File: config.mk
export PLATFORM = sky130hd
export DESIGN_NAME = uart_frame_decoder
export DESIGN_NICKNAME = d
export VERILOG_FILES = /design/src/rtl/uart_frame_decoder.sv
export SDC_FILE = /design/constraint.sdc
export NUM_CORES = 1
export LEC_CHECK = 0
export BUFFER_PORTS_ARGS = -buffer_cell sky130_fd_sc_hd__buf_2
export CAP_MARGIN = 25
export CORE_MARGIN = 2
export CORE_UTILIZATION = 35
export DETAILED_ROUTE_END_ITERATION = 8
export PLACE_DENSITY_LB_ADDON = 0.25
export RECOVER_POWER = 50
export SETUP_SLACK_MARGIN = 0.3
export SLEW_MARGIN = 25
export SYNTH_ARGS = -nofsm -noshare
export SYNTH_HDL_FRONTEND = slang
export SYNTH_SLANG_ARGS = --single-unit
export TNS_END_PERCENT = 20
File: constraint.sdc
create_clock -name clk_i -period 2.6 [get_ports clk_i]
set_input_delay 0.39 -clock clk_i [delete_from_list [all_inputs] [get_ports clk_i]]
set_output_delay 0.39 -clock clk_i [all_outputs]
set_load 0.01 [all_outputs]
File: src/rtl/uart_frame_decoder.sv
// Frame decoder between the UART receive FIFO and the control register bank.
// Parses A5/ADDR/LEN/payload/CHK frames and replays the payload as writes once CHK matches.
module uart_frame_decoder #(
    parameter int MAX_LEN       = 16,
    parameter int TIMEOUT_WIDTH = 16
) (
    input  logic                     clk_i,
    input  logic                     rst_i,
    input  logic                     empty_i,
    output logic                     readReq_o,
    input  logic                     readAck_i,
    input  logic [10:0]              dataIn_i,
    input  logic [TIMEOUT_WIDTH-1:0] timeoutCycles_i,
    output logic                     regWriteReq_o,
    input  logic                     regWriteAck_i,
    output logic [7:0]               regAddr_o,
    output logic [7:0]               regData_o,
    output logic                     busy_o,
    output logic                     frameOk_o,
    output logic                     frameErr_o,
    output logic [2:0]               errCode_o,
    output logic [7:0]               errCount_o,
    output logic [2:0]               state_o
);

    localparam int IDX_W = $clog2(MAX_LEN + 1);
    localparam int PTR_W = (MAX_LEN > 1) ? $clog2(MAX_LEN) : 1;

    localparam logic [7:0] SYNC_BYTE = 8'hA5;
    localparam logic [7:0] MAX_LEN_B = 8'(MAX_LEN);

    localparam logic [2:0] ERR_LEN     = 3'd1;
    localparam logic [2:0] ERR_CHK     = 3'd2;
    localparam logic [2:0] ERR_LINE    = 3'd3;
    localparam logic [2:0] ERR_TIMEOUT = 3'd4;

    typedef enum logic [2:0] {
        S_HUNT    = 3'd0,
        S_ADDR    = 3'd1,
        S_LEN     = 3'd2,
        S_PAYLOAD = 3'd3,
        S_CHECK   = 3'd4,
        S_EMIT    = 3'd5
    } state_e;

    state_e                   state_q, state_d;
    logic [IDX_W-1:0]         idx_q, idx_d;
    logic [IDX_W-1:0]         len_q, len_d;
    logic [7:0]               base_q, base_d;
    logic [7:0]               chk_q, chk_d;
    logic [TIMEOUT_WIDTH-1:0] tmo_q, tmo_d;
    logic                     frame_ok_q, frame_ok_d;
    logic                     frame_err_q;
    logic [2:0]               err_code_q;
    logic [7:0]               err_count_q;
    logic [7:0]               buf_q [MAX_LEN];

    logic       buf_we;
    logic       consume;
    logic       line_err;
    logic       rx_state;
    logic       tmo_en;
    logic       tmo_fire;
    logic       last_write;
    logic       reject;
    logic [2:0] rej_code;
    logic [7:0] rx_byte;

    assign rx_byte    = dataIn_i[7:0];
    assign line_err   = dataIn_i[10] | dataIn_i[9];
    assign consume    = readAck_i && (state_q != S_EMIT);
    assign rx_state   = (state_q == S_ADDR) || (state_q == S_LEN) ||
                        (state_q == S_PAYLOAD) || (state_q == S_CHECK);
    assign tmo_en     = rx_state && (timeoutCycles_i != '0);
    // A character arriving in the firing cycle wins over the timeout.
    assign tmo_fire   = tmo_en && !consume &&
                        (tmo_q == timeoutCycles_i - TIMEOUT_WIDTH'(1));
    assign last_write = (idx_q + IDX_W'(1)) == len_q;

    always_comb begin
        state_d    = state_q;
        idx_d      = idx_q;
        len_d      = len_q;
        base_d     = base_q;
        chk_d      = chk_q;
        buf_we     = 1'b0;
        frame_ok_d = 1'b0;
        reject     = 1'b0;
        rej_code   = ERR_LEN;

        case (state_q)
            S_HUNT: begin
                if (consume && !line_err && rx_byte == SYNC_BYTE) begin
                    state_d = S_ADDR;
                end
            end
            S_ADDR: begin
                if (consume) begin
                    if (line_err) begin
                        reject   = 1'b1;
                        rej_code = ERR_LINE;
                    end else begin
                        base_d  = rx_byte;
                        chk_d   = rx_byte;
                        state_d = S_LEN;
                    end
                end
            end
            S_LEN: begin
                if (consume) begin
                    if (line_err) begin
                        reject   = 1'b1;
                        rej_code = ERR_LINE;
                    end else if (rx_byte == 8'h00 || rx_byte > MAX_LEN_B) begin
                        reject   = 1'b1;
                        rej_code = ERR_LEN;
                    end else begin
                        len_d   = IDX_W'(rx_byte);
                        chk_d   = chk_q ^ rx_byte;
                        idx_d   = '0;
                        state_d = S_PAYLOAD;
                    end
                end
            end
            S_PAYLOAD: begin
                // 0xA5 here is ordinary data; resync only happens from HUNT.
                if (consume) begin
                    if (line_err) begin
                        reject   = 1'b1;
                        rej_code = ERR_LINE;
                    end else begin
                        buf_we = 1'b1;
                        chk_d  = chk_q ^ rx_byte;
                        idx_d  = idx_q + IDX_W'(1);
                        if (last_write) begin
                            state_d = S_CHECK;
                        end
                    end
                end
            end
            S_CHECK: begin
                if (consume) begin
                    if (line_err) begin
                        reject   = 1'b1;
                        rej_code = ERR_LINE;
                    end else if (rx_byte == chk_q) begin
                        idx_d   = '0;
                        state_d = S_EMIT;
                    end else begin
                        reject   = 1'b1;
                        rej_code = ERR_CHK;
                    end
                end
            end
            S_EMIT: begin
                if (regWriteAck_i) begin
                    if (last_write) begin
                        frame_ok_d = 1'b1;
                        state_d    = S_HUNT;
                    end else begin
                        idx_d = idx_q + IDX_W'(1);
                    end
                end
            end
            default: state_d = S_HUNT;
        endcase

        if (tmo_fire) begin
            reject   = 1'b1;
            rej_code = ERR_TIMEOUT;
        end
        if (reject) begin
            state_d = S_HUNT;
        end
    end

    // Counter restarts on every consumed character and on every state change.
    always_comb begin
        tmo_d = '0;
        if (tmo_en && !consume && state_d == state_q) begin
            tmo_d = tmo_q + TIMEOUT_WIDTH'(1);
        end
    end

    always_ff @(posedge clk_i) begin
        if (rst_i) begin
            state_q     <= S_HUNT;
            idx_q       <= '0;
            len_q       <= '0;
            base_q      <= '0;
            chk_q       <= '0;
            tmo_q       <= '0;
            frame_ok_q  <= 1'b0;
            frame_err_q <= 1'b0;
            err_code_q  <= '0;
            err_count_q <= '0;
        end else begin
            state_q     <= state_d;
            idx_q       <= idx_d;
            len_q       <= len_d;
            base_q      <= base_d;
            chk_q       <= chk_d;
            tmo_q       <= tmo_d;
            frame_ok_q  <= frame_ok_d;
            frame_err_q <= reject;
            if (reject) begin
                err_code_q <= rej_code;
                if (err_count_q != 8'hFF) begin
                    err_count_q <= err_count_q + 8'd1;
                end
            end
        end
    end

    // Payload storage carries no reset; it is always refilled before EMIT reads it.
    always_ff @(posedge clk_i) begin
        if (buf_we) begin
            buf_q[idx_q[PTR_W-1:0]] <= rx_byte;
        end
    end

    assign readReq_o     = !empty_i && (state_q != S_EMIT);
    assign regWriteReq_o = (state_q == S_EMIT);
    assign regAddr_o     = regWriteReq_o ? (base_q + 8'(idx_q)) : 8'h00;
    assign regData_o     = regWriteReq_o ? buf_q[idx_q[PTR_W-1:0]] : 8'h00;
    assign busy_o        = (state_q != S_HUNT);
    assign frameOk_o     = frame_ok_q;
    assign frameErr_o    = frame_err_q;
    assign errCode_o     = err_code_q;
    assign errCount_o    = err_count_q;
    assign state_o       = state_q;

endmodule

==> results.yml, run 1 <==
outcome:
  status: "finished with violations"
  violations: "negative setup slack"
global_routing:
  grt_max_degree: 50
  grtUsageTotal: 0.163
  grtUsageMet1: 0.224
  grt_util_met2: 0.268
  grt_remaining_overflow: 0
  grt-busiest-layer: "met2"
  antenna_found_initial: 0
  grt_pass1_vias: 5945
  use_met3: 0.0321
  grt_pass1_wl_um: 32700
drt:
  drt_iter0_markers: 417
  vias_per_cell: 5.11
  detail_route.first_pass.iterations: 5
  ant_nets: 0
  drc: 0
  wl_per_cell_um: 17.7
  wl_um: 20800
  via_count: 6001
clocking:
  cts.reportedPaths.clkPinSlew_ns: 0.07
  cts.path.max_buffers: 2
  clkLatencyLatePin_ns: 0.44
  cts-root-buf: "clkbuf_16"
  h-tree-depth: 4
  numCtsBuffers: 17
  cts.sinks: 190
  cts_tree: "built"
finish:
  design_area_sq_um: 11100
  area_delta_synth_final_pct: 26.4
  nets: 882
  drive_gt1_frac: 0.314
  diodes: 0
timing:
  final_max_slew_viol_count: 0
  hold_viol: 0
  fin_crit_ns: 2.76
  tightest_slew_ns: 1.05
  rsz0062_at_grt: "true"
  period_share: 1.06
  max_freq_mhz: 363
  relSlewSlack: 0.301
  setup_viol: 11
  finalSetupTns_ns: -1.14
  final.setup.worst_slack_ns: -0.156
  fin_skew_ns: 0.0157
floorplan:
  num_rows: 57
  die_area_sq_um: 26400
  die_w_um: 162
  ios: 67
  die-height_um: 162
  initial_core_util: 0.359
  design.core.area_sq_um: 24500
critical_path:
  cp_data_arrival_time_ns: 2.37
  crit_path_max_fanout: 6
  cp_data_required_time_ns: 2.21
  cpPeakStageDelay_ns: 0.54
  critPathKind: "register to output pin"
  end_kind: "output pin"
  start_kind: "register"
  critical-path-top-delay-family: "multiplexers"
  worstPathCellList: "buf_12 > mux4_2 > mux4_2 > and2_1 > buf_2"
  path_buf_inv: 2
  crit_path_top_delay_cell: "mux4_2"
  timing.critical_path.mode_cell: "mux4_2"
synth:
  synth_top_cell_area_share: 0.438
  synth_largest_area_cell: "edfxtp_1"
  syn_area_sq_um: 8780
  synth_edf_count: 128
  synth_nets: 739
  yosys_most_used_dff: "edfxtp_1"
  netlist_top_cells_area: "edfxtp_1, dfxtp_1, mux4_2"
  netlist_top_cells_count: "edfxtp_1, nor2_1, dfxtp_1"
  synth_cells: 694
  yosysMostFrequentCell: "edfxtp_1"
  synthDistinctLibCells: 64
  async_flop_share: 0
  postSynthAreaPerCell_sq_um: 12.7
  ys_seq_area_frac: 0.579
  yosys_warnings: 0
  ys_ff_latch: 190
placed_design:
  gp_congestion: 0.871
  postPlaceCellArea_sq_um: 10100
  io_buffers: 65
  dpl.hpwl_um: 14300
power:
  ir_drop_uv: 411
  leakagePower_nw: 3.84
  pwr_density_cell_nw_per_um2: 556
run:
  max_cap_viol_count: 0
hold_path:
  hp-class: "input pin to register"
==> repair_timing <==
item	4_1_cts	5_1_grt
setup endpoints to repair	50	54
cloned	0	2
setup buffers	2	1
gates resized for setup	50	30
hold buffers	0	0
pin swaps	37	41
==> worst paths after layout <==
check | cells past startpoint | to | slack, ns | startpoint
worst min-delay path | 3 | chk_q[7]$_SDFFE_PP0P_ | 0.27 | dataIn_i[7]
worst min register to register | 1 | tmo_q[0]$_SDFF_PP0_ | 0.51 | tmo_q[0]$_SDFF_PP0_
worst max register to register | 9 | errCount_o[7]$_SDFFE_PP0P_ | 0.08 | tmo_q[8]$_SDFF_PP0_
worst max-delay path | 5 | regData_o[1] | -0.16 | register
==> logic make-up after synthesis <==
family	count (synthesis)	synth area share
compound gates	93	0.0636
buf+inv	41	0.0182
simple gates	251	0.148
xor+xnor	48	0.0479
flops	190	0.579
fa+ha+maj	13	0.0194
mux	58	0.124
==> flip-flops by register name, indices dropped and copies added, names as in the netlist, named ones only <==
| name | flops |
|---|---|
| frameOk_o | 1 |
| frameErr_o | 1 |
| errCode_o | 3 |
| idx_q | 5 |
| len_q | 5 |
| tmo_q | 16 |
| state_o | 3 |
| buf_q | 128 |
| errCount_o | 8 |
| base_q | 8 |
| chk_q | 8 |
==> routing by layer <==
| layer | vias to the layer above | share of wire |
|---|---|---|
| li1 | 2890 | - |
| met1 | 2971 | 0.46 |
| met2 | 122 | 0.49 |
| met3 | 18 | 0.036 |
| met4 | 0 | 0.013 |
| met5 | - | 0 |
==> tightest hold or removal path: cells and delay by family <==
kind,cells,cell delay (ns)
AO/OA/AOI/OAI,1,0.05
AND/OR/NAND/NOR,1,0.08
buffers and inverters,1,0.13
==> layout by cell type (no fill, tap or decap), types with 6 or more instances in the layout <==
cell	n
edfxtp_1	128
nor2_1	71
buf_4	70
dfxtp_1	57
mux4_2	40
nand2_1	39
buf_2	39
o21ai_0	30
clkbuf_1	29
xnor2_1	26
xor2_1	19
a21oi_1	19
clkbuf_16	19
nand3_1	17
nor3_1	15
mux2i_1	14
nor2b_1	13
buf_6	12
nand2b_1	10
and3_1	9
nand4_1	9
a21oi_2	8
ha_1	8
inv_1	7
or3_1	7
nor2_2	7
and2_4	6
==> cell type report <==
cell class / instances / area [sq um]
repair buffers: 158 / 1100
fillers: 2249 / 13400
multi-input cells: 463 / 3820
inverters: 7 / 26.3
well taps: 324 / 405
flip-flops and latches: 190 / 5100
clock inverters: 15 / 214
clock buffers: 17 / 425
==> report_power, final <==
| group | switching (mW) | internal, mW |
|---|---|---|
| Sequential | 0.0000597 | 3.21 |
| Clock | 1.27 | 1.49 |
| Combinational | 0.131 | 0.0779 |
| Total | 1.40 | 4.78 |
==> stage by stage <==
step                std cells  total power [mW]  worst slack, ns  utilization  hold slack, ns
finish                   1174              6.17           -0.156        0.454           0.270
global route             1174              6.36           -0.222        0.454           0.263
CTS                      1171              6.23           -0.188        0.448           0.228
detailed placement       1137              3.49           -0.347        0.413           0.498
global placement         1137              3.49           -0.304        0.413           0.487
floorplan                 694              3.35           0.0252            -           0.453
(Power assumes the default switching activity.)
==> run 2: changes to the inputs <==
--- a/config.mk
+++ b/config.mk
@@ -10,7 +10,7 @@
 export CORE_MARGIN = 2
 export CORE_UTILIZATION = 35
 export DETAILED_ROUTE_END_ITERATION = 8
-export PLACE_DENSITY_LB_ADDON = 0.25
+export PLACE_DENSITY = 0.53
 export RECOVER_POWER = 50
 export SETUP_SLACK_MARGIN = 0.3
 export SLEW_MARGIN = 25
==> run 2 against run 1 <==
The flow still finishes with violations (negative setup slack). Global-route usage up 0.52 points. Final cell count about the same. Non-clock buffer count up 1. Cell area down 0.33%. Sequential power about the same. Worst setup slack worse by 0.014 ns. Worst hold slack better by 0.025 ns. Combinational power about the same. Critical path depth unchanged. Critical path type unchanged.
==> results.yml, run 2 (synthesized netlist as in run 1, its figures left out) <==
critical_path:
  critPathKind: "register to output pin"
  worstPathCellList: "buf_12 > mux4_2 > mux4_2 > and2_4 > buf_2"
  cpPeakStageDelay_ns: 0.54
  critical-path-top-delay-family: "multiplexers"
  crit_path_max_fanout: 11
  cp_data_arrival_time_ns: 2.38
  path_buf_inv: 2
  end_kind: "output pin"
  crit_path_top_delay_cell: "mux4_2"
  cp_data_required_time_ns: 2.21
  timing.critical_path.mode_cell: "mux4_2"
  start_kind: "register"
floorplan:
  ios: 67
  initial_core_util: 0.359
  num_rows: 57
  design.core.area_sq_um: 24500
  die_w_um: 162
  die-height_um: 162
  die_area_sq_um: 26400
drt:
  detail_route.first_pass.iterations: 4
  vias_per_cell: 5.17
  drt_iter0_markers: 368
  wl_per_cell_um: 17.9
  via_count: 6076
  drc: 0
  wl_um: 21100
  ant_nets: 0
finish:
  largest_reg_flops: 128
  area_delta_synth_final_pct: 26.0
  nets: 883
  drive_gt1_frac: 0.304
  final_cell_mix: "edfxtp_1, buf_4, nor2_1"
  diodes: 0
  final_common_cell: "edfxtp_1"
  design_area_sq_um: 11100
  post-route-util: 0.452
global_routing:
  grt-busiest-layer: "met2"
  grt_remaining_overflow: 0
  grtUsageTotal: 0.168
  use_met3: 0.0257
  grt_pass1_vias: 6073
  grt_pass1_wl_um: 33900
  grtUsageMet1: 0.236
  antenna_found_initial: 0
  grt_util_met2: 0.275
  grt_max_degree: 50
timing:
  max_freq_mhz: 361
  tightest_slew_ns: 0.937
  relSlewSlack: 0.375
  final.setup.worst_slack_ns: -0.170
  fin_skew_ns: 0.0178
  rsz0062_at_grt: "true"
  final_max_slew_viol_count: 0
  fin_crit_ns: 2.77
  setup_viol: 10
  hold_ws_ns: 0.294
  period_share: 1.07
  hold_viol: 0
hold_path:
  hp-class: "input pin to register"
placed_design:
  gp_congestion: 0.861
  dpl.hpwl_um: 14500
  io_buffers: 65
  postPlaceCellArea_sq_um: 10100
power:
  ir_drop_uv: 420
  pwr_density_cell_nw_per_um2: 545
  leakagePower_nw: 3.82
clocking:
  numCtsBuffers: 17
  cts_tree: "built"
  cts.sinks: 190
  cts.reportedPaths.clkPinSlew_ns: 0.09
  clkLatencyLatePin_ns: 0.44
  h-tree-depth: 4
  cts-root-buf: "clkbuf_16"
  cts.path.max_buffers: 2
run:
  max_cap_viol_count: 0
outcome:
  status: "finished with violations"
  violations: "negative setup slack"
==> run 2: cell types whose count changed in the layout (fill, tap and decap cells not counted), moves of 3 or more <==
cell	change
nor2_4	+3
a21oi_1	+4
buf_2	+3
buf_6	-4
o21ai_0	-3
nor2_2	-3
buf_4	+3
a21oi_2	-4
==> run 2: repair_timing <==
action                                  CTS  global route
setup buffers                             6             0
endpoints found under the setup margin   55            54
pin swaps                                28            25
cloned                                    2             0
resized for setup                        48            29
hold buffers                              0             0
==> run 2: power breakdown <==
| group | leakage [nW] | total (mW) | switching [mW] | internal (mW) |
|---|---|---|---|---|
| Sequential | 1.65 | 3.21 | 0.0000587 | 3.21 |
| Combinational | 1.87 | 0.207 | 0.130 | 0.0766 |
| Clock | 0.292 | 2.62 | 1.31 | 1.31 |
==> run 2: worst register-to-register path, stage by stage (launching register included) <==
cell	delay (ns)
dfxtp_1	0.34
or3b_4	0.40
a21oi_4	0.18
buf_6	0.13
nand3_4	0.07
nor3_4	0.18
nand4_1	0.10
o41a_1	0.47
buf_6	0.16
or3_1	0.34
a21oi_2	0.15
==> run 2: area by class of cell <==
type | instances | area [sq um]
clock buffer | 17 | 425
sequential | 190 | 5100
inverter | 7 | 26.3
tap | 324 | 405
clock inverter | 15 | 173
fill | 2263 | 13400
multi-input combinational | 463 | 3820
timing repair buffer | 159 | 1110
==> run 2: routing by layer <==
metal | part of all wire | vias to the layer above
li1 | - | 2891
met1 | 0.47 | 3053
met2 | 0.48 | 112
met3 | 0.029 | 20
met4 | 0.012 | 0
met5 | 0 | -
==> run 2: per-stage QoR <==
stage | TNS (ns) | worst slack [ns] | power [mW] | cells
final | -1.23 | -0.170 | 6.03 | 1175
after global routing | -3.48 | -0.235 | 6.22 | 1175
after CTS | -1.61 | -0.196 | 6.09 | 1175
after detailed placement | -9.35 | -0.434 | 3.49 | 1135
after global placement | -6.99 | -0.303 | 3.49 | 1135
after floorplan | 0 | 0.0252 | 3.35 | 694
==> run 2: path summary, 6_finish.rpt <==
check	startpoint	endpoint	slack [ns]	depth (start not counted)
worst max-delay path	register	regData_o[7]	-0.17	5
worst min-delay path	readAck_i	errCode_o[0]$_SDFFE_PP0N_	0.29	3
worst min register to register	errCode_o[0]$_SDFFE_PP0N_	errCode_o[0]$_SDFFE_PP0N_	0.49	2
worst max register to register	state_o[2]$_SDFF_PP0_	errCount_o[3]$_SDFFE_PP0P_	-0.01	10
